### config.mk
export PLATFORM = sky130hd
export DESIGN_NAME = gcd_request_ctrl
export DESIGN_NICKNAME = d
export VERILOG_FILES = /design/src/rtl/gcd_request_ctrl.sv
export SDC_FILE = /design/constraint.sdc
export NUM_CORES = 1
export LEC_CHECK = 0
export CORE_MARGIN = 2
export CORE_UTILIZATION = 50
export DETAILED_ROUTE_END_ITERATION = 8
export PLACE_DENSITY_LB_ADDON = 0.15
export SLEW_MARGIN = 15
export SYNTH_ARGS = -nofsm -noshare
export SYNTH_HDL_FRONTEND = slang
export SYNTH_SLANG_ARGS = --single-unit
### constraint.sdc
create_clock -name clk -period 2 [get_ports clk]
set_input_delay 0.2 -clock clk [delete_from_list [all_inputs] [get_ports clk]]
set_output_delay 0.2 -clock clk [all_outputs]
set_load 0.02 [all_outputs]
### src/rtl/gcd_request_ctrl.sv
// gcd_request_ctrl
// Initiator side of the GCD start/done handshake. It sits between the board
// switches and the GCD wrapper. A rising start switch samples the operands and
// requests a computation from the core. The block then waits for the core's
// done and captures the result for the LEDs. Zero operands are answered
// locally, and a core that never answers ends in an error state.
//
// Ports
//   clk         system clock, rising edge
//   rst_n       asynchronous active-low reset
//   start_sw    raw start switch level (asynchronous to clk)
//   a_sw, b_sw  operands from the switches
//   gcd_a/gcd_b operands to the core, held while the request is open
//   gcd_start   request level to the core
//   gcd_done    completion from the core (level or pulse)
//   gcd_result  core result, valid while gcd_done is high
//   result_led  captured result
//   done_led    result_led holds a valid result
//   busy        request open (REQ or WAIT)
//   err         core timed out
module gcd_request_ctrl #(
    parameter int WIDTH   = 4,
    parameter int TIMEOUT = 255
) (
    input  logic             clk,
    input  logic             rst_n,
    input  logic             start_sw,
    input  logic [WIDTH-1:0] a_sw,
    input  logic [WIDTH-1:0] b_sw,
    output logic [WIDTH-1:0] gcd_a,
    output logic [WIDTH-1:0] gcd_b,
    output logic             gcd_start,
    input  logic             gcd_done,
    input  logic [WIDTH-1:0] gcd_result,
    output logic [WIDTH-1:0] result_led,
    output logic             done_led,
    output logic             busy,
    output logic             err
);

    // The counter only has to reach TIMEOUT-1.
    localparam int                CNT_W    = $clog2(TIMEOUT);
    localparam logic [CNT_W-1:0]  CNT_LAST = CNT_W'(TIMEOUT - 1);

    typedef enum logic [2:0] {
        ST_IDLE = 3'd0,
        ST_REQ  = 3'd1,
        ST_WAIT = 3'd2,
        ST_SHOW = 3'd3,
        ST_ERR  = 3'd4
    } state_t;

    state_t           state;
    logic [CNT_W-1:0] count;

    logic sync1;
    logic s_start;
    logic s_prev;
    logic done_prev;
    logic start_edge;
    logic done_rise;

    // Synchronizer and history flops reset high. Because of this, a start
    // switch or a done line that is already high when reset is released
    // looks like "no edge". A fresh low-to-high transition is then required.
    always_ff @(posedge clk or negedge rst_n) begin
        if (!rst_n) begin
            sync1     <= 1'b1;
            s_start   <= 1'b1;
            s_prev    <= 1'b1;
            done_prev <= 1'b1;
        end else begin
            sync1     <= start_sw;
            s_start   <= sync1;
            s_prev    <= s_start;
            done_prev <= gcd_done;
        end
    end

    assign start_edge = s_start & ~s_prev;
    assign done_rise  = gcd_done & ~done_prev;

    // Request state machine. All LED and core-facing outputs are registered.
    // gcd_start and busy are set on entry to REQ and cleared on leaving WAIT.
    // In WAIT, done_rise is tested before the timeout, so done_rise wins when
    // both happen in the same cycle.
    always_ff @(posedge clk or negedge rst_n) begin
        if (!rst_n) begin
            state      <= ST_IDLE;
            count      <= '0;
            gcd_a      <= '0;
            gcd_b      <= '0;
            gcd_start  <= 1'b0;
            result_led <= '0;
            done_led   <= 1'b0;
            busy       <= 1'b0;
            err        <= 1'b0;
        end else begin
            case (state)
                ST_IDLE: begin
                    if (start_edge) begin
                        gcd_a <= a_sw;
                        gcd_b <= b_sw;
                        if (a_sw == '0 || b_sw == '0) begin
                            // gcd(0,x) = x and gcd(0,0) = 0, so OR gives the answer.
                            result_led <= a_sw | b_sw;
                            done_led   <= 1'b1;
                            state      <= ST_SHOW;
                        end else begin
                            done_led  <= 1'b0;
                            gcd_start <= 1'b1;
                            busy      <= 1'b1;
                            state     <= ST_REQ;
                        end
                    end
                end
                ST_REQ: begin
                    count <= '0;
                    state <= ST_WAIT;
                end
                ST_WAIT: begin
                    if (done_rise) begin
                        result_led <= gcd_result;
                        done_led   <= 1'b1;
                        gcd_start  <= 1'b0;
                        busy       <= 1'b0;
                        state      <= ST_SHOW;
                    end else if (count == CNT_LAST) begin
                        result_led <= '1;
                        err        <= 1'b1;
                        gcd_start  <= 1'b0;
                        busy       <= 1'b0;
                        state      <= ST_ERR;
                    end else begin
                        count <= count + CNT_W'(1);
                    end
                end
                ST_SHOW: begin
                    if (!s_start) begin
                        state <= ST_IDLE;
                    end
                end
                ST_ERR: begin
                    if (!s_start) begin
                        err   <= 1'b0;
                        state <= ST_IDLE;
                    end
                end
                default: begin
                    state     <= ST_IDLE;
                    gcd_start <= 1'b0;
                    busy      <= 1'b0;
                    err       <= 1'b0;
                end
            endcase
        end
    end

endmodule

[Yosys cells after proc, flatten, opt, wreduce, memory -nomap -nowiden]
Index checks and enable logic that the tools add are counted.
Word-level totals
  bits in registers: 30
  bits of input ports: 16
  word-level logic and storage cells: 78
  output and inout bits: 16
Cells by class
  bitwise logic cells: 7
  eq/ne operators: 15
  muxes and demuxes: 27
  reduce and logical (&&, ||, !) cells: 16
  add/sub/neg operators: 1
Operators by type and width (count)
  != test 2 bit (second input constant): 9
  2-to-1 mux 4 bit: 4
  2-to-1 mux 8 bit: 2
  one-hot mux 8 bit (2 select lines): 1
  2-to-1 mux 3 bit: 4
  one-hot mux 3 bit (4 select lines): 1
  AND reduction 4 bit: 3
  2-to-1 mux 1 bit: 10
  AND reduction 3 bit: 3
  adder 8 x 1 -> 8 bit (second input constant): 1
  == test 8 bit (second input constant): 1
  zero test 4 bit: 2
  one-hot mux 4 bit (2 select lines): 1
  == test 3 x 2 -> 1 bit (second input constant): 2
  one-hot mux 1 bit (3 select lines): 2
  OR reduction 3 bit: 2
  NOT 1 bit: 4
  OR 4 bit: 1
  nonzero test 2 bit: 2
  == test 3 x 1 -> 1 bit (second input constant): 1
  == test 3 bit (second input constant): 1
  zero test 3 bit: 1
  != test 3 bit (second input constant): 1
  AND 1 bit: 2
  other kinds (5): 5

[Longest topological paths before layout]
Gate-level depths: netlist of run 1.
  depth in word-level cells: 5
  mapped depth: 7
  depth with buffers taken out: 6

[Worst setup path before layout of run 1]
OpenSTA, ideal clock, no wires.
  path kind: register to register
  start: reg count[0]
  end: reg result_led[0]
  data arrival time: 1.678 ns
  slack: 0.194 ns
  period minus slack after synthesis: 1.806 ns
  setup time: 0.128 ns
  stages on the path, launching flop included: 7
  data required time: 1.872 ns
  buffers on the path: 0
  cells stage by stage: dfrtp_1 inv_1 ha_1 nand3_1 o211a_4 nor4_4 mux2_1
On the way
  cells in the longest elaborated chain, start to end: 3
Ends and longest elaborated chain
  start, declared: RTL line 54  | logic [CNT_W-1:0] count;
  start signal, assigned: RTL line 135  | count <= count + CNT_W'(1);
  == test 8 bit: RTL line 128  | end else if (count == CNT_LAST) begin
  != test 3 bit (no line)
  AND reduction 4 bit (no line)
  end signal, assigned: RTL line 106  | result_led <= a_sw | b_sw;
  end signal, assigned: RTL line 123  | result_led <= gcd_result;
  end, declared: RTL line 35  | output logic [WIDTH-1:0] result_led,
No other way between the ends.
A chain may end at the register's enable or synchronous reset.

[Final worst setup path of run 1]
  start: reg s_start
  end: reg result_led[1]
On the way
  cells in the longest elaborated chain, start to end: 3
Ends and longest elaborated chain
  start, declared: RTL line 57  | logic s_start;
  start signal, assigned: RTL line 74  | s_start <= sync1;
  AND 1 bit: RTL line 80  | assign start_edge = s_start & ~s_prev;
  != test 2 bit (no line)
  AND reduction 4 bit (no line)
No other way between the ends.

==> results of run 1 <==
-- kinds of logic (layout without fill, tap and decap cells) --
logic type | Yosys count | in the layout | share of synthesized area
flops | 30 | 30 | 0.486
simple gates | 54 | 54 | 0.208
fa+ha+maj | 2 | 2 | 0.0161
mux | 16 | 16 | 0.114
compound gates | 32 | 32 | 0.143
buf+inv | 11 | 57 | 0.0330
-- flip-flops by register name (all words and copies together) (netlist names) --
register	cells
done_led	1
err	1
gcd_b	4
done_prev	1
gcd_a	4
s_prev	1
s_start	1
result_led	4
sync1	1
busy	1
count	8
state	3
-- cell usage after synthesis, drive strengths merged (2+ instances only) --
cell    number
dfstp        4
nand4b       2
nor4         3
ha           2
or3          3
o41ai        2
o31ai        3
o21ai        6
mux2i        2
nand3        9
a21o         2
a21oi       10
nand2        9
nor3         8
buf          4
mux2        14
inv          2
nor3b        2
nor2         9
clkbuf       5
a31oi        2
dfrtp       26
nand2b       2
-- layer usage --
layer	routed length [um]	up-vias
met5	0	-
met3	194	8
met4	54	0
met1	1450	631
li1	-	625
met2	1670	29
-- what timing repair did --
| action | 4_1_cts | 5_1_grt |
|---|---|---|
| resized for setup | 0 | 2 |
| buffers inserted | 0 | 1 |
| endpoints found under the setup margin | 0 | 4 |
-- through the flow --
step | cells | cell area (sq um) | worst slack, ns | hold slack (ns) | TNS [ns]
after global routing | 224 | 2040 | 0.0103 | 0.258 | 0
after detailed placement | 215 | 1970 | -0.00856 | 0.348 | -0.00856
final | 224 | 2040 | 0.151 | 0.228 | 0
after floorplan | 145 | 1550 | 0.194 | -0.0956 | 0
after global placement | 215 | 1970 | 0.0875 | 0.350 | 0
after CTS | 223 | 2020 | 0.0339 | 0.241 | 0
-- cells in the final DEF (no fill, tap or decap), drive strengths merged, types with 2 or more instances in the layout --
master         netlist  routed
o21ai                6       6
clkdlybuf4s50        0      31
clkbuf               5       8
nand3                9       9
buf                  4      16
mux2i                2       2
a21o                 2       2
a21oi               10      10
nand2                9       9
a31oi                2       2
ha                   2       2
or3                  3       3
inv                  2       2
nand4b               2       2
nor3b                2       2
o41ai                2       2
o31ai                3       3
dfrtp               26      26
dfstp                4       4
nand2b               2       2
mux2                14      14
nor2                 9       9
nor4                 3       3
nor3                 8       8
-- cell type report --
class,instances,area (sq um)
Tap cell,33,41.3
Multi-Input combinational cell,104,754
Sequential cell,30,756
Clock buffer,8,48.8
Fill cell,247,965
Inverter,2,7.51
Timing Repair Buffer,47,430
-- final timing paths --
check | startpoint | endpoint | slack, ns | cells after the start
max in group asynchronous | rst_n | s_prev$_DFF_PN1_ | 1.43 | 2
setup / recovery | s_start$_DFF_PN1_ | result_led[1]$_DFFE_PN0P_ | 0.15 | 5
setup reg to reg | s_start$_DFF_PN1_ | result_led[1]$_DFFE_PN0P_ | 0.15 | 5
hold reg to reg | sync1$_DFF_PN1_ | s_start$_DFF_PN1_ | 0.36 | 0
min in group clk | start_sw | sync1$_DFF_PN1_ | 0.28 | 1
hold / removal | rst_n | count[0]$_DFFE_PN0P_ | 0.23 | 2
-- critical path: cells and delay by family, from the launching register on --
family / cells / cell delay (ns)
buffers and inverters: 1 / 0.15
DFF: 1 / 0.61
muxes: 1 / 0.37
and+or+nand+nor: 3 / 0.60
-- power by group through the flow --
stage,Clock [mW],Sequential [mW],Combinational [mW]
final,0.339,0.958,1.40
after global routing,0.384,0.982,1.52
after CTS,0.358,0.966,1.38
after detailed placement,0,0.975,1.37
after global placement,0,0.966,1.35
after floorplan,0,1.12,0.657
==> impl_summary.md, run 1 <==
Run status
The run finished with clean final reports.

Power and ir drop
The share of total power dissipated in the clock network is 0.126. The analysis attributes to net switching a power of 1.03 mW. The worst IR drop on VDD is 0.748 mV.

The leakage power summed over all cells is 0.845 nW. The combinational share of power is 0.518. In this run the power density over the cells is 1320 nW/um^2. Of the total power, the share spent switching nets is 0.384. Of the total power, registers draw 0.356. The total power draw is 2.69 mW. The total internal power is 1.66 mW.

CTS
The hold buffer count at CTS is 0. The later-pin clock latency in the skew report is 0.33 ns. The CTS buffer count is 5. The cell at the root of the clock tree is clkbuf_4.

The clock sink count is 30. TritonCTS built the clock tree. In this run the number of H-tree levels came out at 2. In this run the deepest clock path goes through 2 buffers. The clock-pin transition on the worst setup and hold timing paths is 0.10 ns.

Placement
The congestion estimate from routability-driven global placement came to 0.817. The count of buffers inserted at the top-level ports is 31. The wire-length estimate of the detail-placed layout is 2530 um.

Flow run
Across the run, the number of max-cap violations was 0.

Critical path
The delay of the slowest cell on the worst path is 0.61 ns. The worst setup path is captured at a flop. The critical-path maximum fanout is 8. Traced cell by cell, the critical path runs through nor2b_2, nor3_1, buf_4, nor4_4, mux2_1. Data on the critical path is required at its endpoint by 2.20 ns. The worst setup path is of the flop to flop kind. The cell with the largest stage delay on the worst path is dfstp_2.

The arrival time of data at the critical path endpoint is 2.05 ns. The kind of start point of the critical path is a flop.

Timing
The normalized max-slew margin is 0.749. The slew of the pin with the lowest slew margin is 0.367 ns. For the finished layout, the period the worst path requires is 1.85 ns.

Setup violations remaining at the end of the flow were counted as 0. The highest clock rate is 541 MHz. The final count of pins violating max slew is 0.

Setup repair after global routing left no endpoint under its margin. The total count of hold-check failures in the final report is 0. The period utilization is 0.925. For the final database, setup skew stands at 0.0156 ns.

GRT
met2 is the most crowded layer. The global-route met1 utilization is 0.265. The met2 capacity usage during global routing is 0.342. For this run, the total global-route usage over all layers was measured as 0.214.

The via count of the first global-routing pass is 1,215. The number of antenna violations at the first check in global routing was 0. Entering global routing, the biggest net connects 31 pins. For this run, global-route usage on met3 was measured as 0.0736. The first global-routing pass estimated 5580 um of wire. The total global routing overflow is 0.

Logic synthesis
The sequential element share of the synthesized area is 0.486. Of the post-synthesis cell area, the dominant cell type holds 0.419. The largest total area in the synthesized netlist belongs to dfrtp_1. The number of standard cells after synthesis is 145. Sorting the synthesized cells by area gives the leading types as dfrtp_1, mux2_2, dfstp_2, a21oi_1, nand3_1.

The synthesis-stage register bit count is 30. Yosys mapped a number of flops with a built-in enable equal to 0. The area of the mapped netlist is 1550 sq um.

The leading register cell type out of synthesis is dfrtp_1. The synthesized net count is 163. The number of different library cells used by synthesis comes to 41. The mean instance size in the synthesized netlist is 10.7 sq um. After synthesis, the share of flip-flops with an asynchronous set or reset is 1.00. The Yosys warning count is 0.

Route
Once detail routing completed, the nets flagged for antenna violations numbered 0. The detailed router's first-iteration violation count is 43. The first detailed-routing pass ran for 4 iterations. The number of vias per cell is 5.77.

For this run, design rule violations remaining after detail routing come to 0. For this block, the routed nets add up to 3370 um of wire. The final route contains 1,293 vias. The average wire length per cell after detail routing is 15.0 um.

Final layout
0 antenna diodes ended up in the layout. The number of nets at the end of the flow is 208. The fraction of the core area covered by cells at the end of the flow is 0.679. The area added between synthesis and finish is 31.2%.

The fraction of layout cells with a size suffix above 1 is 0.220.

Floorplan
The x dimension of the die is 59.8 um. The floorplan step defined a die boundary enclosing 3570 sq um. The top-level I/O count is 32. For this configuration, the core starts out at a cell density of 0.517. The total area inside the core boundary comes to 3000 sq um.

The number of standard-cell rows in the floorplan is 20. The die height is 59.8 um.

Hold path
The worst hold path belongs to the class primary input to asynchronous set/reset pin.
Power figures use the tool's default switching activity.
==> inputs of run 2 (changes only) <==
--- a/config.mk
+++ b/config.mk
@@ -9,6 +9,7 @@
 export CORE_UTILIZATION = 50
 export DETAILED_ROUTE_END_ITERATION = 8
 export PLACE_DENSITY_LB_ADDON = 0.15
+export RECOVER_POWER = 100
 export SLEW_MARGIN = 15
 export SYNTH_ARGS = -nofsm -noshare
 export SYNTH_HDL_FRONTEND = slang
==> run 2 against run 1 <==
Setup slack worse by 0.011 ns. Combinational power is 7% lower. First-iteration DRC count decreased by 12%. Flip-flop and latch count did not move. Critical path depth up 1. Register-to-register slack about the same.
==> impl_summary.md, run 2 (synthesis results as in run 1) <==
Placement
Routability-driven placement finished with a final weighted congestion of 0.817. The worst slack at placement is -0.00856 ns. The total placed cells including tap cells is 215. The count of buffers inserted at the top-level ports is 31. Detailed placement ended at an HPWL of 2530 um.

Critical path
The worst setup slack for register-to-register paths is 0.14 ns. Counting cells, the worst reg-to-reg path comes to 6. The critical register-to-register path endpoint is result_led[1]$_DFFE_PN0P_. STA classifies the critical path endpoint as a flop. For the worst setup path, the data required time is 2.20 ns.

The kind of critical path is flop to flop. The critical-path maximum fanout is 4. The arrival time of data at the critical path endpoint is 2.06 ns. The critical register-to-register path startpoint is count[0]$_DFFE_PN0P_.

The worst setup path is launched from a flop.

CTS
In this run, CTS created clock tree buffers numbering 5. The clock-pin transition on the worst setup and hold timing paths is 0.10 ns. The later-pin clock latency in the skew report is 0.33 ns.

The clock sink count is 30. The clock tree synthesis step divided the H-tree into 2 levels. The maximum buffer depth of the clock tree is 2. TritonCTS built the clock tree. The root buffer cell chosen for the clock tree is clkbuf_4.

Route
The number of nets still failing antenna checks after routing is 0. The number of vias per cell is 5.77. For this run, the detailed router's first-pass iteration total came to 4. After detailed routing, the number of remaining DRC violations is 0. The detailed router finished its first iteration with 38 violations.

For this block, the routed nets add up to 3380 um of wire. In the final routed layout, each cell accounts on average for 15.1 um. The number of vias in the routed layout is 1,292.

GRT
Entering global routing, the biggest net connects 31 pins. Global routing finished with a remaining overflow of 0. In the global route stage, overall resource usage came out at 0.214. The number of antenna violations at the first check in global routing came to 0. The global-route wire length before repair is 5580 um. The via count of the first global-routing pass came to 1,215.

Floorplan
The x dimension of the die is 59.8 um. 32 I/O pins were placed. The area of the core region is 3000 sq um. The die area is 3570 sq um. In this run the vertical extent of the chip is 59.8 um. The initialized floorplan defines 20 standard-cell rows.

For this configuration, the core starts out at a cell density of 0.517.

Final layout
0 antenna diodes ended up in the layout. The final standard cell count with taps included and fillers excluded is 224. Leaving out fill and tap cells, the most frequent cells in the layout are dfrtp_1, dlygate4sd3_1, clkdlybuf4s50_1, buf_4.

In the final layout, the share of cells above drive strength 1 is 0.199. The area added between synthesis and finish is 29.6%. The number of nets at the end of the flow is 208.

Ranked by flip-flop count, first place goes to count. The flip-flop count of the largest register, all copies and words added is 8. The fraction of the core area covered by cells at the end of the flow is 0.671. The most common cell after layout, fill and taps aside is dfrtp_1.

Power and ir drop
The worst IR drop on VDD is 0.708 mV. The leakage power summed over all cells is 0.836 nW. For this design the ratio of total power to cell area is 1290 nW/um^2. Power comes to 2.59 mW.

Flow run
The max-cap check violation count is 0.

Timing
Setup repair after global routing left no endpoint under its margin. In the final timing run, aggregate negative setup slack is 0 ns. The clock tree skew after final layout is 0.0171 ns. The final count of pins violating max slew is 0. The total count of hold-check failures in the final report is 0. The smallest clock period supported by the final layout is computed as 1.86 ns. Static timing analysis puts the maximum clock frequency at 538 MHz. The final setup violation count is 0.

Measured against its own limit, the worst slew margin works out to 0.515. Once routing completed, OpenROAD measured the worst setup slack at 0.140 ns. The slew of the pin with the lowest slew margin is 0.727 ns. The period utilization is 0.930.

Run status
The run finished with clean final reports.

Hold path
The worst hold path was traced through 0 stages. The path with the worst hold slack has its endpoint at s_start$_DFF_PN1_. The min-delay analysis places its worst path in the category flop to flop. The startpoint identified for the worst hold timing path is sync1$_DFF_PN1_.
[run 2: cell types whose count changed in the layout (fill, tap and decap cells not counted)]
cell             change
or2_0                +1
o211a_4              -1
dlygate4sd3_1       +19
clkdlybuf4s50_1     -19
buf_4                -5
clkbuf_2             +2
clkbuf_1             +3
or2_1                -1
o211a_1              +1
[run 2: per-layer routing]
layer	GRT usage	routed length, um	up-vias
li1	-	-	625
met1	0.265	1450	630
met2	0.342	1690	31
met3	0.0736	198	6
met4	0.0825	47	0
met5	0	0	-
[run 2: metrics by stage]
step | instance area (sq um) | hold slack [ns]
floorplan | 1550 | -0.0956
global placement | 1970 | 0.350
detailed placement | 1970 | 0.348
CTS | 2020 | 0.241
global route | 2010 | 0.363
finish | 2010 | 0.359
[run 2: cell type report]
| class | instances | area, sq um |
|---|---|---|
| clock buffers | 8 | 48.8 |
| flip-flops and latches | 30 | 756 |
| inverters | 2 | 7.51 |
| repair buffers | 47 | 414 |
| fillers | 255 | 988 |
| multi-input cells | 104 | 747 |
| well taps | 33 | 41.3 |
[run 2: what timing repair did]
| item | CTS | global route |
|---|---|---|
| hold buffers | 0 | 0 |
| buffers inserted | 0 | 1 |
| endpoints found under the setup margin | 0 | 4 |
| resized for setup | 0 | 2 |
[run 2: worst max-delay path by stage]
stage                              start                        end  slack [ns]  cells past startpoint
floorplan           count[0]$_DFFE_PN0P_  result_led[0]$_DFFE_PN0P_        0.19                      6
global placement                 a_sw[2]  result_led[0]$_DFFE_PN0P_        0.09                      5
detailed placement               a_sw[2]  result_led[1]$_DFFE_PN0P_      -0.009                      5
CTS                 count[1]$_DFFE_PN0P_  result_led[1]$_DFFE_PN0P_        0.03                      5
global route           s_start$_DFF_PN1_  result_led[1]$_DFFE_PN0P_        0.01                      5
finish              count[0]$_DFFE_PN0P_  result_led[1]$_DFFE_PN0P_        0.14                      6
[run 2: report_power, final]
part	internal [mW]	switching, mW	leakage, nW	total (mW)
Combinational	0.620	0.682	0.448	1.30
Sequential	0.808	0.142	0.361	0.950
Clock	0.140	0.201	0.0265	0.340
[run 2: critical path, stage by stage (launching register included)]
cell     delay, ns
dfrtp_1       0.39
inv_1         0.06
ha_1          0.15
nand3_2       0.12
o211a_1       0.29
nor4_4        0.35
mux2_1        0.37
